## src/rtl/fetch_unit.sv

```systemverilog
// fetch_unit: producer end of the instruction queue.
//
// Walks the PC, issues one I-cache read at a time, buffers the returned word
// with its PC and pushes the pair into the instruction queue once the queue
// has room. A redirect from the ROB reloads the PC, flushes the queue for one
// cycle and abandons whatever the I-cache is still working on.
//
// Ports:
//   clk, rst           clock; synchronous active-high reset
//   mem_i_read         I-cache read request, held until mem_i_resp
//   mem_i_address      I-cache read address, stable while mem_i_read is high
//   mem_i_rdata        instruction word, valid only with mem_i_resp
//   mem_i_resp         one-cycle read completion
//   iq_really_full     queue cannot accept a push this cycle
//   load_iq_fetch      push strobe into the queue
//   fetch_instruction  pushed instruction word (registered)
//   fetch_pc           PC of the pushed word (registered)
//   flush_iq_fetch     one-cycle queue flush (registered)
//   redirect           one-cycle redirect request from the ROB
//   redirect_pc        redirect target, sampled with redirect
module fetch_unit #(
  parameter logic [31:0] RESET_PC = 32'h0000_0060,
  parameter logic [31:0] PC_STEP  = 32'd4
) (
  input  logic        clk,
  input  logic        rst,
  output logic        mem_i_read,
  output logic [31:0] mem_i_address,
  input  logic [31:0] mem_i_rdata,
  input  logic        mem_i_resp,
  input  logic        iq_really_full,
  output logic        load_iq_fetch,
  output logic [31:0] fetch_instruction,
  output logic [31:0] fetch_pc,
  output logic        flush_iq_fetch,
  input  logic        redirect,
  input  logic [31:0] redirect_pc
);

  localparam logic [1:0] StFetch = 2'd0;  // read outstanding at pc
  localparam logic [1:0] StPush  = 2'd1;  // buffer holds a word waiting for the queue
  localparam logic [1:0] StDrop  = 2'd2;  // finishing an abandoned read at drop_addr

  logic [1:0]  state_q, state_d;
  logic [31:0] pc_q, pc_d;
  logic [31:0] buf_instr_q, buf_instr_d;
  logic [31:0] buf_pc_q, buf_pc_d;
  logic [31:0] drop_addr_q, drop_addr_d;
  logic        flush_q, flush_d;

  // Outputs
  always_comb begin
    mem_i_read    = (state_q == StFetch) || (state_q == StDrop);
    // An abandoned read must keep its original address until the cache answers.
    mem_i_address = (state_q == StDrop) ? drop_addr_q : pc_q;
    load_iq_fetch = (state_q == StPush) && !iq_really_full && !redirect;
  end

  assign fetch_instruction = buf_instr_q;
  assign fetch_pc          = buf_pc_q;
  assign flush_iq_fetch    = flush_q;

  // Next state
  always_comb begin
    state_d     = state_q;
    pc_d        = pc_q;
    buf_instr_d = buf_instr_q;
    buf_pc_d    = buf_pc_q;
    drop_addr_d = drop_addr_q;
    flush_d     = redirect;

    if (redirect) begin
      pc_d = redirect_pc;
      unique case (state_q)
        StFetch: begin
          if (mem_i_resp) begin
            // Read completes this cycle; its data is simply not buffered.
            state_d = StFetch;
          end else begin
            drop_addr_d = pc_q;
            state_d     = StDrop;
          end
        end
        StPush: begin
          state_d = StFetch;
        end
        StDrop: begin
          // A response arriving now ends the abandoned read; otherwise keep draining.
          state_d = mem_i_resp ? StFetch : StDrop;
        end
        default: begin
          state_d = StFetch;
        end
      endcase
    end else begin
      unique case (state_q)
        StFetch: begin
          if (mem_i_resp) begin
            buf_instr_d = mem_i_rdata;
            buf_pc_d    = pc_q;
            state_d     = StPush;
          end
        end
        StPush: begin
          if (!iq_really_full) begin
            pc_d    = pc_q + PC_STEP;
            state_d = StFetch;
          end
        end
        StDrop: begin
          if (mem_i_resp) begin
            state_d = StFetch;
          end
        end
        default: begin
          state_d = StFetch;
        end
      endcase
    end
  end

  always_ff @(posedge clk) begin
    if (rst) begin
      state_q     <= StFetch;
      pc_q        <= RESET_PC;
      buf_instr_q <= '0;
      buf_pc_q    <= '0;
      drop_addr_q <= '0;
      flush_q     <= 1'b0;
    end else begin
      state_q     <= state_d;
      pc_q        <= pc_d;
      buf_instr_q <= buf_instr_d;
      buf_pc_q    <= buf_pc_d;
      drop_addr_q <= drop_addr_d;
      flush_q     <= flush_d;
    end
  end

endmodule

```

## config.mk

```make
export PLATFORM = sky130hd
export DESIGN_NAME = fetch_unit
export DESIGN_NICKNAME = d
export VERILOG_FILES = /design/src/rtl/fetch_unit.sv
export SDC_FILE = /design/constraint.sdc
export NUM_CORES = 1
export LEC_CHECK = 0
export CORE_UTILIZATION = 35
export CTS_CLUSTER_DIAMETER = 50
export DETAILED_ROUTE_END_ITERATION = 12
export GPL_ROUTABILITY_DRIVEN = 0
export PLACE_DENSITY_LB_ADDON = 0.3
export SLEW_MARGIN = 20
export SYNTH_ARGS = -nofsm -noshare
export SYNTH_HDL_FRONTEND = slang
export SYNTH_SLANG_ARGS = --single-unit
```

## constraint.sdc

```tcl
create_clock -name clk -period 6.2 [get_ports clk]
set_input_delay 1.86 -clock clk [delete_from_list [all_inputs] [get_ports clk]]
set_output_delay 1.86 -clock clk [all_outputs]
set_load 0.01 [all_outputs]
```

---- Yosys cells after proc, flatten, opt, wreduce, memory -nomap -nowiden ----
Index checks and enable logic that the tools add are counted.
W data, S select, Z words.
word-level totals
  register bits after elaboration ......... 131
  bits of input ports ..................... 69
  word-level logic and storage cells ...... 38
operators by class
  add/sub/neg operators ................... 1
  equality and inequality tests ........... 6
  multiplexer cells ....................... 11
  bitwise operators ....................... 2
  reductions and logical operators ........ 12
operators by type and width
  operator                 count
  $mux W32                 4
  $add A32 B3 Y32 const B  1
  $mux W2                  6
  $ne A3 B3 Y1 const B     3
  $reduce_and A3 Y1        3
  $pmux W2 S3              1
  $eq A2 B1 Y1 const B     1
  $eq A2 B2 Y1 const B     1
  $logic_and A1 B1 Y1      2
  $logic_not A1 Y1         2
  $logic_not A2 Y1         1
  $ne A2 B1 Y1 const B     1
  $not A1 Y1               2
  $reduce_and A2 Y1        1
  $reduce_bool A2 Y1       1
  $reduce_or A2 Y1         1
  $logic_or A1 B1 Y1       1

---- Logic depth before layout (Yosys ltp) ----
  depth in word-level cells ............... 4
  gate-level depth with buffers ........... 7
  gate-level depth less buffers ........... 5

---- Worst setup path before layout ----
No wires, ideal clock.
  kind .................................... input to output
  from .................................... input iq_really_full
  to ...................................... output load_iq_fetch
  arrival time ............................ 2537 ps
  setup slack ............................. 1803 ps
  cell stages on the path ................. 3
  path buffers ............................ 1
  path through ............................ or3b_1 -> buf_6 -> nor2_1
between the ends
  word-level cells in the longest chain between the ends .. 3
RTL lines
  what                              line  source
  start: declaration                31    input logic iq_really_full,
  $logic_not A1 Y1                  -
  $logic_and A1 B1 Y1 (2 in a row)  56    load_iq_fetch = (state_q == StPush) && !iq_really_full && !redirect;
  end: declaration                  32    output logic load_iq_fetch,
Every way passes these cells.

---- Worst setup path after layout ----
Ends and elaborated chain as after synthesis.

==> results.md <==
- Power consumption: 2.14 mW
- Layout cells sized above 1: 0.0879
- Count of instances resized after the clock tree is built: 0
- Cell Area, Placed: between 7000 and 8000 sq um
- Row cnt: between 40 and 50
- Register bit count reported by yosys: around 130
- Maximum level of the CTS H-tree: 4
- Combined buffer and inverter count along the critical path: 2
- Total wire length: about 17 mm
- Antenna violations before repair: 0
- Cell seen most often among critical-path stages: sky130_fd_sc_hd__clkdlybuf4s50_1
- Yosys warnings: 0
- Maximum number of pins on one net before global-route repair: 82
- Async set-or-reset flop fraction in the synthesized netlist: 0
- Chain of cells forming the critical path: clkdlybuf4s50_1, or3b_1, nor2_1, clkdlybuf4s50_1
- Ys flop type: sky130_fd_sc_hd__dfxtp_1
- Kind of capture point of the worst setup path: primary output
- Total routing usage reported by global routing: 0.203
- Hold bufs inserted after CTS: 0
- Die width: roughly 130 um
- Post-synthesis instance area: between 5000 and 6000 sq um
- Die Footprint: 16800 sq um
- CTS root buffer: sky130_fd_sc_hd__clkbuf_16
- ANT nets after route: 0
- Startpoint type of the worst setup path: input port
- Mean area per synthesized cell: 7.90 sq um
- Number of inserted filler cells in the final layout: 1583
- Accumulated negative setup slack: 0 ns
- Largest stage delay, worst path: between 0.5 and 0.6 ns
- Effective utilization at floorplan: 0.359
- DRC violations left: 0
- Commonest non-fill, non-tap cells in the layout: sky130_fd_sc_hd__nand2_1, sky130_fd_sc_hd__clkdlybuf4s50_1, sky130_fd_sc_hd__dfxtp_1
- DR WL/cell: ~16 um
- Final hold violations: 0
- Maximum clock rate: 0.180 GHz
- Deepest clock path buffer count: 2
- Chip Height: approximately 130 um
- Number of post-CTS setup repair buffers: 0
- Worst-path cell with the longest stage delay: sky130_fd_sc_hd__clkdlybuf4s50_1
- Sum of overflow across all layers after global routing: 0
- Count of nets after finishing: just over 900
- Sink count of the clock tree: roughly 130
- Vias: approximately 5400
- Core Box Area: about 16000 sq um
- Net count of the mapped netlist: 793
- Most area-hungry cell type in the Yosys netlist: sky130_fd_sc_hd__dfxtp_1
- Hpwl dp: 11.0 mm
- Cell leakage power: between 2 and 3 nW
- Worst-case clock skew: between 0.01 and 0.015 ns
- Clock slew at the register clock pins of the worst setup and hold paths: 0.05 ns
- Run status: finished, final reports clean
- CP Data Required Time: 4.34 ns
- Total power density per cell area: between 200 and 300 nW/um^2
- Initial detailed-routing violation count: between 400 and 500
- Most common library cell in the layout ignoring fill and taps: sky130_fd_sc_hd__nand2_1
- Delay-heaviest family, CP: buffers and inverters
- Clock insertion delay at the later pin of the skew report: 0.42 ns
- Final number of max-transition violations: 0
- Post-synth EDFFs: 0
- Transition time at the pin with the least slew margin: ~1.1 ns
- Top post-synthesis cells by area: sky130_fd_sc_hd__dfxtp_1, sky130_fd_sc_hd__nand2_1, sky130_fd_sc_hd__a21oi_1
- Number of primary I/O pins: 168
- Router iterations before antenna repair: 5
- Quantity of I/O buffers inserted on ports: between 150 and 200
- Via count normalized by instance count: 5.03
- Layout-stage area growth over the synthesis result: 40.7%
- Post-synthesis sequential area ratio: 0.459
- Global-route wire length before repair: roughly 26 mm
- Path type of the worst setup path: in -> out
- Total of endpoints with negative setup slack in the final report: 0
- Max_slew headroom: 0.284
- Critical path peak fanout: 11
- CTS Buf Count: 17
- Max-cap check violation count: 0
- Clock tree from TritonCTS: built
- Number of diodes: 0
- Critical path data arrival time: 3.69 ns
- Vias in the first global route: 4951
- Gate Count Post-Synth: just over 700
- Netlist cell types: about 50
- Setup repair after global routing missed its margin: false
- Period utilisation layout: 0.894
- Min Tclk post-route: 5.55 ns
- Peak supply drop: 187 uV
- Path class of the lowest-slack min-delay path: reg -> reg
- Fraction of post-synthesis cell area in the top cell type by area: 0.459
- Layout Cell Area excl Fill: approximately 8000 sq um
## power breakdown
part	switching (mW)	internal, mW	total (mW)
logic	0.126	0.141	0.268
registers	0.0432	0.881	0.925
clock network	0.348	0.597	0.945
total	0.517	1.62	2.14
## registers in the layout (all words and copies together), names as in the netlist
signal / cells
drop_addr_q: 32
fetch_instruction: 32
pc_q: 32
fetch_pc: 32
flush_iq_fetch: 1
state_q: 2
## through the flow
step,setup WS (ns),hold WS [ns],util,cells
after CTS,0.652,0.452,0.506,1081
after global routing,0.592,0.463,0.506,1081
after floorplan,1.80,0.433,-,723
final,0.654,0.450,0.506,1081
after global placement,0.663,0.438,0.471,1051
after detailed placement,0.655,0.443,0.471,1051
## worst reg2reg max path: cells and delay by family (launching register included)
kind	cells	cell delay, ns
AO/OA/AOI/OAI	2	0.72
AND/OR/NAND/NOR	2	1.20
flip-flops	1	0.52
## kinds of logic after synthesis
kind of cell               count (synthesis)  synth area share
muxes                                     32            0.0625
adders and majority gates                  1           0.00219
xor gates and xnor gates                  12            0.0184
and+or+nand+nor                          321             0.249
buffers and inverters                     76            0.0543
DFF                                      131             0.459
AOI/OAI and AO/OA                        150             0.155
## metal layers
metal / vias up / track usage / wire length [um]
met5: - / 0 / 0
met4: 0 / 0.0828 / 391
met3: 24 / 0.0447 / 889
met2: 172 / 0.310 / 7790
met1: 2485 / 0.276 / 7700
li1: 2755 / - / -
## synth_stat cells (all sizes together), types with 3 or more instances
library cell  count
nand3            21
buf              13
mux2             29
clkbuf           51
a211oi           14
dfxtp           131
or4               6
nor4             17
a2111oi           5
xnor2             8
nor3              9
o21ai             6
xor2              4
or3               5
a311oi            7
nor2             29
and4              5
mux2i             3
a21oi           102
o31ai             5
inv              11
nand2           209
nand4             9
## cell type report
cell class / count / area, sq um / share of cell area
multi-input cells: 516 / 2800 / 0.349
flip-flops and latches: 131 / 2620 / 0.327
repair buffers: 176 / 1740 / 0.216
clock buffers: 25 / 505 / 0.0629
well taps: 216 / 270 / 0.0337
clock inverters: 5 / 50.0 / 0.00623
inverters: 12 / 45.0 / 0.00561
## final timing paths
| path | cells past startpoint | startpoint | endpoint | slack (ns) |
|---|---|---|---|---|
| max | 4 | iq_really_full | load_iq_fetch | 0.65 |
| min | 2 | drop_addr_q[2] | drop_addr_q[2] | 0.45 |
| max reg2reg | 4 | pc_q[14] | pc_q[22] | 3.65 |
| min reg2reg | 2 | drop_addr_q[2] | drop_addr_q[2] | 0.45 |
No activity file was read; power rests on OpenSTA's default activity.
